File: config.mk
export PLATFORM = sky130hd
export DESIGN_NAME = inv_butterfly_serial
export DESIGN_NICKNAME = d
export VERILOG_FILES = /design/src/rtl/inv_butterfly_serial.sv
export SDC_FILE = /design/constraint.sdc
export NUM_CORES = 1
export LEC_CHECK = 0
export CORE_MARGIN = 2
export CORE_UTILIZATION = 45
export DETAILED_ROUTE_END_ITERATION = 10
export PLACE_DENSITY = 0.64
export SLEW_MARGIN = 10
export SYNTH_ARGS = -nofsm -noshare
export SYNTH_HDL_FRONTEND = slang
export SYNTH_SLANG_ARGS = --single-unit
export TNS_END_PERCENT = 100
File: constraint.sdc
create_clock -name clk -period 6.9 [get_ports clk]
set_input_delay 2.07 -clock clk [delete_from_list [all_inputs] [get_ports clk]]
set_output_delay 2.07 -clock clk [all_outputs]
set_load 0.02 [all_outputs]
File: src/rtl/inv_butterfly_serial.sv
// Inverse sum/difference combiner: a = (p+q)*C, b = (p-q)*C with C ~= 0.7265625,
// applying the five shift-add terms of C serially, one per cycle, behind valid/ready handshakes.
module inv_butterfly_serial #(
  parameter int unsigned DATA_WIDTH = 20,
  parameter int unsigned FRAC       = 16
) (
  input  logic                         clk,
  input  logic                         rst,
  input  logic                         in_valid,
  output logic                         in_ready,
  input  logic signed [DATA_WIDTH-1:0] p_in,
  input  logic signed [DATA_WIDTH-1:0] q_in,
  output logic                         out_valid,
  input  logic                         out_ready,
  output logic signed [DATA_WIDTH-1:0] a_out,
  output logic signed [DATA_WIDTH-1:0] b_out
);

  localparam int unsigned SUM_W = DATA_WIDTH + 1;
  localparam int unsigned ACC_W = DATA_WIDTH + 4;
  localparam int unsigned IDX_W = 3;

  generate
    if (FRAC >= DATA_WIDTH) begin : g_bad_frac
      $error("FRAC must be smaller than DATA_WIDTH");
    end
  endgenerate

  typedef enum logic [1:0] {
    IDLE = 2'd0,
    ACC  = 2'd1,
    DONE = 2'd2
  } state_e;

  state_e                    state_q, state_d;
  logic signed [SUM_W-1:0]   s_q, s_d;
  logic signed [SUM_W-1:0]   d_q, d_d;
  logic signed [ACC_W-1:0]   acc_a_q, acc_a_d;
  logic signed [ACC_W-1:0]   acc_b_q, acc_b_d;
  logic [IDX_W-1:0]          idx_q, idx_d;
  logic signed [DATA_WIDTH-1:0] a_q, a_d;
  logic signed [DATA_WIDTH-1:0] b_q, b_d;
  logic                      in_ready_q, in_ready_d;
  logic                      out_valid_q, out_valid_d;
  logic signed [ACC_W-1:0]   sum_a_c;
  logic signed [ACC_W-1:0]   sum_b_c;

  // Shift amounts of C = 2^-1 + 2^-3 + 2^-4 + 2^-5 + 2^-7
  function automatic logic [IDX_W-1:0] shift_of(input logic [IDX_W-1:0] i);
    case (i)
      3'd0:    return 3'd1;
      3'd1:    return 3'd3;
      3'd2:    return 3'd4;
      3'd3:    return 3'd5;
      default: return 3'd7;
    endcase
  endfunction

  // Arithmetic right shift (floor toward -inf) of a sign-extended operand
  function automatic logic signed [ACC_W-1:0] term(input logic signed [SUM_W-1:0] v,
                                                   input logic [IDX_W-1:0]        sh);
    logic signed [ACC_W-1:0] ext;
    ext = {{(ACC_W-SUM_W){v[SUM_W-1]}}, v};
    return ext >>> sh;
  endfunction

  // In range when all bits above the output sign bit agree with it
  function automatic logic signed [DATA_WIDTH-1:0] sat(input logic signed [ACC_W-1:0] v);
    if ((&v[ACC_W-1:DATA_WIDTH-1]) || !(|v[ACC_W-1:DATA_WIDTH-1]))
      return v[DATA_WIDTH-1:0];
    else if (v[ACC_W-1])
      return {1'b1, {(DATA_WIDTH-1){1'b0}}};
    else
      return {1'b0, {(DATA_WIDTH-1){1'b1}}};
  endfunction

  always_ff @(posedge clk or posedge rst) begin
    if (rst) begin
      state_q     <= IDLE;
      s_q         <= '0;
      d_q         <= '0;
      acc_a_q     <= '0;
      acc_b_q     <= '0;
      idx_q       <= '0;
      a_q         <= '0;
      b_q         <= '0;
      in_ready_q  <= 1'b1;
      out_valid_q <= 1'b0;
    end else begin
      state_q     <= state_d;
      s_q         <= s_d;
      d_q         <= d_d;
      acc_a_q     <= acc_a_d;
      acc_b_q     <= acc_b_d;
      idx_q       <= idx_d;
      a_q         <= a_d;
      b_q         <= b_d;
      in_ready_q  <= in_ready_d;
      out_valid_q <= out_valid_d;
    end
  end

  always_comb begin
    state_d     = state_q;
    s_d         = s_q;
    d_d         = d_q;
    acc_a_d     = acc_a_q;
    acc_b_d     = acc_b_q;
    idx_d       = idx_q;
    a_d         = a_q;
    b_d         = b_q;
    in_ready_d  = in_ready_q;
    out_valid_d = out_valid_q;
    sum_a_c     = acc_a_q + term(s_q, shift_of(idx_q));
    sum_b_c     = acc_b_q + term(d_q, shift_of(idx_q));

    case (state_q)
      IDLE: begin
        in_ready_d  = 1'b1;
        out_valid_d = 1'b0;
        if (in_valid) begin
          s_d        = {p_in[DATA_WIDTH-1], p_in} + {q_in[DATA_WIDTH-1], q_in};
          d_d        = {p_in[DATA_WIDTH-1], p_in} - {q_in[DATA_WIDTH-1], q_in};
          acc_a_d    = '0;
          acc_b_d    = '0;
          idx_d      = '0;
          in_ready_d = 1'b0;
          state_d    = ACC;
        end
      end
      ACC: begin
        in_ready_d = 1'b0;
        acc_a_d    = sum_a_c;
        acc_b_d    = sum_b_c;
        idx_d      = idx_q + IDX_W'(1);
        if (idx_q >= IDX_W'(4)) begin
          a_d         = sat(sum_a_c);
          b_d         = sat(sum_b_c);
          out_valid_d = 1'b1;
          state_d     = DONE;
        end
      end
      DONE: begin
        in_ready_d  = 1'b0;
        out_valid_d = 1'b1;
        if (out_ready) begin
          out_valid_d = 1'b0;
          in_ready_d  = 1'b1;
          state_d     = IDLE;
        end
      end
      default: begin
        in_ready_d  = 1'b1;
        out_valid_d = 1'b0;
        state_d     = IDLE;
      end
    endcase
  end

  assign in_ready  = in_ready_q;
  assign out_valid = out_valid_q;
  assign a_out     = a_q;
  assign b_out     = b_q;

endmodule
# After elaboration in Yosys (flattened, before gate mapping)

Cells that the tools add are included.

Memories: 0
Latch bits: 0
Memory bits (writable): 0
Output and inout port bits: 42
Logic and storage cells: 61
Bits in registers: 137
Memory bits (read-only): 0
Bits of input ports: 44

$lt $le $gt $ge: 1
Shift operators: 2
Multipliers: 0
Multiplexer cells: 20
Divide/modulo/power cells: 0
Reduce and logical (&&, ||, !) cells: 15
Add/subtract/negate cells: 5
Equality and inequality tests: 8
Bitwise gates (word level): 0

Operator list:

| cell                | number |
|---|---|
| $pmux 24 s2         | 2 |
| $mux 20             | 4 |
| $add 24x24->24      | 2 |
| $sshr 21x3->24      | 2 |
| $mux 24             | 1 |
| $add 20x20->21      | 1 |
| $sub 20x20->21      | 1 |
| $pmux 3 s4          | 1 |
| $reduce_and 5->1    | 2 |
| $reduce_or 5->1     | 2 |
| $eq 3x2->1 const B  | 2 |
| $mux 2              | 3 |
| $ne 2x2->1 const B  | 3 |
| $pmux 2 s3          | 1 |
| $pmux 3 s2          | 1 |
| $reduce_and 2->1    | 3 |
| $mux 1              | 4 |
| $add 3x1->3 const B | 1 |
| $eq 3x1->1 const B  | 1 |
| $ge 3x3->1 const B  | 1 |
| $logic_not 3->1     | 1 |
| $mux 3              | 1 |
| $pmux 1 s3          | 1 |
| $reduce_and 3->1    | 1 |
| other kinds (7)     | 9 |

# Longest topological paths before layout

Gate-level depths: netlist (run 1).

Word-level depth: 8
Gate-level depth with buffers: 25
Depth with buffers taken out: 22

# Least setup slack after synthesis (run 1)

Ideal clock, no wire load.

Path kind: register to register
Start point: register idx_q[0]
End point: register b_q[5], in the netlist b_out[5]
Path slack: 1.652 ns
Required time: 6.774 ns
Buffers on the path: 4
Arrival time: 5.122 ns
Setup time: 0.126 ns
Stages on the path, launching flop included: 23
Clock period less this slack: 5.248 ns
Path through: dfrtp_1 ha_1 ha_1 nor2_1 a21o_1 clkbuf_1 clkbuf_1 clkbuf_1 nand2_1 nand3_1 o21ai_0 ha_1 fa_1 a211oi_2 o21ai_1 a41o_1 a311oi_2 o31ai_2 a21oi_4 xor2_4 o22ai_4 buf_4 a221o_1

Cells in the longest elaborated chain, start to end: 8
Elaborated cells between the ends (all ways): 15
Those cells by class: 1 x add/sub; 1 x order compare; 3 x eq/ne; 1 x shift; 3 x mux; 6 x reduce/logical

RTL lines:

| item                                     | line | source |
|---|---|---|
| start, declared                          | 40   | `logic [IDX_W-1:0] idx_q, idx_d;` |
| start signal, assigned                   | 95   | `idx_q <= idx_d;` |
| $eq 3x2->1, or another cell as far along | 50   | `case (i)` |
| $pmux 3 s4                               | 50   |  |
| $sshr 21x3->24                           | 64   | `return ext >>> sh;` |
| $add 24x24->24                           | 115  | `sum_b_c = acc_b_q + term(d_q, shift_of(idx_q));` |
| $reduce_or 5->1                          | 69   | `if ((&v[ACC_W-1:DATA_WIDTH-1]) \|\| !(\|v[ACC_W-1:DATA_WIDTH-1]))` |
| $logic_not 1->1                          | 69   |  |
| $logic_or 1x1->1                         | 69   |  |
| $mux 20                                  | 69   |  |
| end signal, assigned                     | 86   | `b_q <= '0;` |
| end signal, assigned                     | 97   | `b_q <= b_d;` |
| end, declared                            | 42   | `logic signed [DATA_WIDTH-1:0] b_q, b_d;` |

Parallel ways exist; a longest one is shown, timed or not.
A chain may end at the register's enable or synchronous reset.

# Worst setup path after layout (run 1)

Start point: register idx_q[2]
End point: register b_q[10], in the netlist b_out[10]

Same word-level chain as after synthesis.

==> results of run 1 <==
## kinds of logic after synthesis
family	Yosys count	share of synthesized area
compound gates	393	0.2544
simple gates	354	0.1484
flops	136	0.3125
buf+inv	129	0.05099
fa+ha+maj	101	0.1188
xor+xnor	70	0.05800
mux	61	0.05697
## state kept, by name, indices dropped and copies added, names as in the netlist
name and flops:
d_q 20, a_out 20, in_ready 1, idx_q 3, out_valid 1, state_q 2, s_q 21, acc_b_q 24
b_out 20, acc_a_q 24
## synth_stat cells, drive strengths merged, types with 24 or more instances
library cell  number  area [um2]
o21ai            111       555.5
ha                97        1214
nand2            171       641.9
inv               63       236.5
clkbuf            53       229.0
xnor2             50       437.9
mux2i             53       530.5
nor3              24       125.1
a22o              42       367.9
dfrtp            135        3378
nor2              65       244.0
a21oi             86       441.7
## worst max-delay path, cell delays in order (launching register included)
cell      delay (ns)
dfrtp_1         0.57
inv_1           0.17
ha_1            0.28
nor2_1          0.13
nand3_2         0.39
buf_4           0.44
mux2_2          0.32
o21ai_0         0.19
o21ai_0         0.16
ha_1            0.39
o21ai_0         0.26
a21oi_1         0.16
a221oi_4        0.28
o31ai_2         0.16
a21bo_1         0.24
o31ai_4         0.22
xnor2_1         0.27
a211oi_4        0.73
a221o_2         0.22
## path summary, 6_finish.rpt
path / start / to / slack, ns / cells after the start
max: idx_q[2] / b_out[10] / 1.23 / 18
max reg2reg: idx_q[2] / b_out[10] / 1.23 / 18
min in group asynchronous: rst / acc_b_q[2] / 2.15 / 2
max in group asynchronous: rst / a_out[19] / 3.67 / 3
min: b_out[19] / b_out[19] / 0.50 / 2
min reg2reg: b_out[19] / b_out[19] / 0.50 / 2
## through the flow
| stage | utilization | hold slack, ns |
|---|---|---|
| floorplan | - | 0.4538 |
| global placement | 0.5065 | 0.4712 |
| detailed placement | 0.5065 | 0.4869 |
| CTS | 0.5314 | 0.5005 |
| global route | 0.5314 | 0.5194 |
| finish | 0.5314 | 0.5000 |
## layout make-up
type,count,area (um2),share of cell area
clock buffers,20,466.7,0.03720
multi-input cells,979,6973,0.5557
repair buffers,97,940.9,0.07499
inverters,63,241.5,0.01925
flip-flops and latches,136,3405,0.2713
clock inverters,11,121.4,0.009673
well taps,319,399.1,0.03181
## metal layers
metal,GRT usage,up-vias
met2,0.3322,183
met1,0.2861,4325
met4,0.06281,0
met3,0.03543,31
li1,-,4593
met5,0,-
==> flow_summary.ini, run 1 <==
[status]
status = completed

[route]
vias = 9132
highest_layer = met4
ant_nets = 0
drt_iter0_markers = 697
wl_met1_mm = 12.78
wl_met2_mm = 11.76
wirelength_mm = 25.88
drt_first_pass_iters = 5
drt-wirelength-per-cell_um = 15.92
drc_errors = 0
vias_per_cell = 5.620
met3_length_um = 936

[clock_tree]
clk_latency_ns = 0.44
post_cts_buffers = 0
path_clk_slew_ns = 0.06
ctsRootBufferMaster = clkbuf_16
ctsHoldBuffers = 0
cts_inserted_buffers = 17
clock_sinks = 136
cts-htree-levels = 4
clockBufferDepth = 2
cts_tree = done
cts-resized-gates = 0

[floorplanning]
core_um2 = 23610
die_h_um = 159.6
die-area_um2 = 25470
dieWidth_um = 159.6
io_pins = 86
num_rows = 56
start_util = 0.4614

[timing]
fin_setup_tns_ns = 0
setup_viol = 0
period_needed_ns = 5.668
fmax_mhz = 176.4
slew_violations = 0
final_hold_viol_count = 0
tightestPinTransition_ns = 0.8265
setup_slack_ns = 1.232
fin_crit_sh = 0.8214
skew_ns = 0.008579
slew_headroom = 0.4347
rsz0062_at_grt = no

[placement]
dpl.cell_count = 1594
gp_congestion = 0.8917
hpwlAfterDp_mm = 19.30
dp_slack_ns = 1.266
place_area_um2 = 11960
port_buffers = 85

[logic_synthesis]
synth_area_um2 = 10890
ys_warn_count = 0
synth_cell_types = 87
synthArstFlopShare = 1.000
seq_area_frac_synth = 0.3125
syn_nets = 1389
syn_area_per_cell_um2 = 8.757
synth-edff-count = 0
synthFlopType = dfrtp_1
synthCells = 1244
ys_seq_elements = 136

[min_path]
min_path_type = reg2reg

[finish]
antenna_cells = 0
syn_to_final_growth_pct = 15.17
fill_cells = 2216
layout.cells.non_filler = 1625
final_cell_area_um2 = 12550
mostFrequentLayoutCells = nand2_1 (169), dfrtp_1 (135), o21ai_0 (104)
final_common_cell = nand2_1
nets = 1439
drive_gt1_frac = 0.07657

[grt]
grt_antenna_before_repair = 0
track_usage = 0.2070
grt_first_pass_wirelength_mm = 43.59
grt_pass1_vias = 8781
grt_overflow_total = 0
grt_max_degree = 91

[worst_setup_path]
cp-start-kind = flop
end_kind = flop
worstPathArrival_ns = 6.04
cp_max_fo = 29
required_ns = 7.27
path_class = reg2reg

[run]
maxCapViolations = 0
Power of run 1 is not shown: default switching activity piles up to over one toggle a cycle in this logic, so the estimate is an artifact.
==> inputs of run 2 (changes only) <==
--- a/config.mk
+++ b/config.mk
@@ -8,7 +8,7 @@
 export CORE_MARGIN = 2
 export CORE_UTILIZATION = 45
 export DETAILED_ROUTE_END_ITERATION = 10
-export PLACE_DENSITY = 0.64
+export PLACE_DENSITY = 0.67
 export SLEW_MARGIN = 10
 export SYNTH_ARGS = -nofsm -noshare
 export SYNTH_HDL_FRONTEND = slang
==> constraint.sdc (replaced) <==
create_clock -name clk -period 5.15 [get_ports clk]
set_input_delay 1.545 -clock clk [delete_from_list [all_inputs] [get_ports clk]]
set_output_delay 1.545 -clock clk [all_outputs]
set_load 0.02 [all_outputs]
==> run 2 against run 1 <==
Register-to-register slack lost 0.96 ns. Largest cell class unchanged. Critical path depth grew 1. Final area grew 2.5%. Global-route usage shrank 0.49 points. Critical path type unchanged. Cell count grew 1.2%. Die area is the same. Sequential share of layout area shrank 0.67 points. Flip-flop and latch count is the same. Hold slack lost 0.0041 ns. Clock-buffer cell count is the same. Setup slack lost 0.96 ns. Non-clock buffer count grew 18.
==> flow_summary.ini, run 2 (synthesis gave the netlist of run 1 again) <==
[finish]
final_cell_area_um2 = 12860
antenna_cells = 0
nets = 1457
drive_gt1_frac = 0.09208
syn_to_final_growth_pct = 18.07
mostFrequentLayoutCells = nand2_1 (169), dfrtp_1 (135), o21ai_0 (100)
final_common_cell = nand2_1
reg_top3 = acc_a_q x24, acc_b_q x24, s_q x21

[clock_tree]
clk_latency_ns = 0.43
ctsHoldBuffers = 0
clock_sinks = 136
cts_inserted_buffers = 17
clockBufferDepth = 2
cts_tree = done
cts-htree-levels = 4
ctsRootBufferMaster = clkbuf_16
path_clk_slew_ns = 0.06

[timing]
tightestPinTransition_ns = 0.9658
setup_viol = 0
fin_crit_sh = 0.9479
rsz0062_at_grt = no
slew_headroom = 0.3548
skew_ns = 0.008241
slew_violations = 0
period_needed_ns = 4.881
final_hold_viol_count = 0
fmax_mhz = 204.9

[worst_setup_path]
reg2reg_to = b_out[12]
slowest_stage = dfrtp_1
r2r_cells = 19
worstPathCellList = ha_1 > ha_1 > nor2_1 > nand3_4 > buf_6 > buf_4 > mux2i_1 > mux2_2 > ha_1 > a211oi_2 > o21bai_1 > a41o_1 > a311oi_4 > o31ai_2 > a21oi_4 > xor2_4 > o22ai_4 > buf_12 > a221o_2
critPathTopFamily = compound AO/OA/AOI/OAI gates
path_buf_inv = 3
critical_path.startpoint = idx_q[0]
cp-start-kind = flop
path_class = reg2reg
reg2reg_slack_ns = 0.27
crit_path_max_incr_delay_ns = 0.41
cp_max_fo = 28
path_common_cell = ha_1
worstPathArrival_ns = 5.19
end_kind = flop
required_ns = 5.46
r2r-start = idx_q[0]

[min_path]
hold_depth = 2
hp-start = a_out[19]
min_path_type = reg2reg
min_to = a_out[19]

[floorplanning]
start_util = 0.4614
dieWidth_um = 159.6
die_h_um = 159.6
num_rows = 56
core_um2 = 23610
die-area_um2 = 25470
io_pins = 86

[grt]
grt_antenna_before_repair = 0
grt_max_degree = 58
track_usage = 0.2021
grt_overflow_total = 0
grt_pass1_vias = 8676
grt_first_pass_wirelength_mm = 42.86

[route]
drt-wirelength-per-cell_um = 15.65
ant_nets = 0
vias = 9203
drt_iter0_markers = 596
drt_first_pass_iters = 5
drc_errors = 0
wirelength_mm = 25.73
vias_per_cell = 5.598

[run]
maxCapViolations = 0

[placement]
gp_congestion = 0.9007
hpwlAfterDp_mm = 19.47
port_buffers = 85
place_area_um2 = 12110

[status]
status = completed
run 2: cell count changes in the layout (fill, tap and decap cells not counted), moves of 2 or more:
cell       before  now
o21ai_1         7   11
buf_12          0    7
mux2i_1        53   50
o21ai_0       104  100
inv_6           3    0
buf_4          12   22
clkinv_4        1    3
mux2i_2         0    3
bufinv_16       2    4
run 2: timing repair:
| item | CTS | global route |
|---|---|---|
| cloned | 0 | 0 |
| setup buffers | 1 | 3 |
| pin swaps | 1 | 2 |
| setup endpoints to repair | 19 | 38 |
| gates resized for setup | 0 | 12 |
run 2: layout make-up:
class / instances / area, um2
fill: 2100 / 10750
multi-input combinational: 979 / 7020
inverter: 63 / 240.2
clock inverter: 12 / 173.9
tap: 319 / 399.1
timing repair buffer: 115 / 1167
sequential: 136 / 3405
clock buffer: 20 / 456.7
run 2: worst min-delay path: cells and delay by family, from the launching register on:
kind / cells / cell delay [ns]
and+or+nand+nor: 2 / 0.12
DFF: 1 / 0.34
run 2: per-layer routing:
layer | track usage | vias up | part of all wire
met5 | 0 | - | 0
met4 | 0.05950 | 0 | 0.018
met3 | 0.03569 | 36 | 0.045
met2 | 0.3225 | 250 | 0.45
met1 | 0.2808 | 4294 | 0.48
li1 | - | 4623 | -
run 2: worst max path at each step:
stage / to / slack (ns) / cells past startpoint
global route: a_out[18] / 0.005 / 24
detailed placement: b_out[17] / -0.05 / 18
floorplan: b_out[5] / 0.04 / 22
CTS: a_out[13] / 0.02 / 20
global placement: b_out[10] / 0.10 / 18
finish: b_out[12] / 0.27 / 19
run 2: through the flow:
| stage | setup WS, ns | hold WS, ns | setup TNS [ns] | util | std cells |
|---|---|---|---|---|---|
| finish | 0.2685 | 0.4960 | 0 | 0.5447 | 1644 |
| global route | 0.004644 | 0.5194 | 0 | 0.5447 | 1644 |
| CTS | 0.02087 | 0.4976 | 0 | 0.5405 | 1641 |
| floorplan | 0.04291 | 0.4538 | 0 | - | 1244 |
| detailed placement | -0.04866 | 0.4851 | -0.6705 | 0.5130 | 1608 |
| global placement | 0.1030 | 0.4702 | 0 | 0.5130 | 1608 |
Power of run 2 is left out for the same reason.
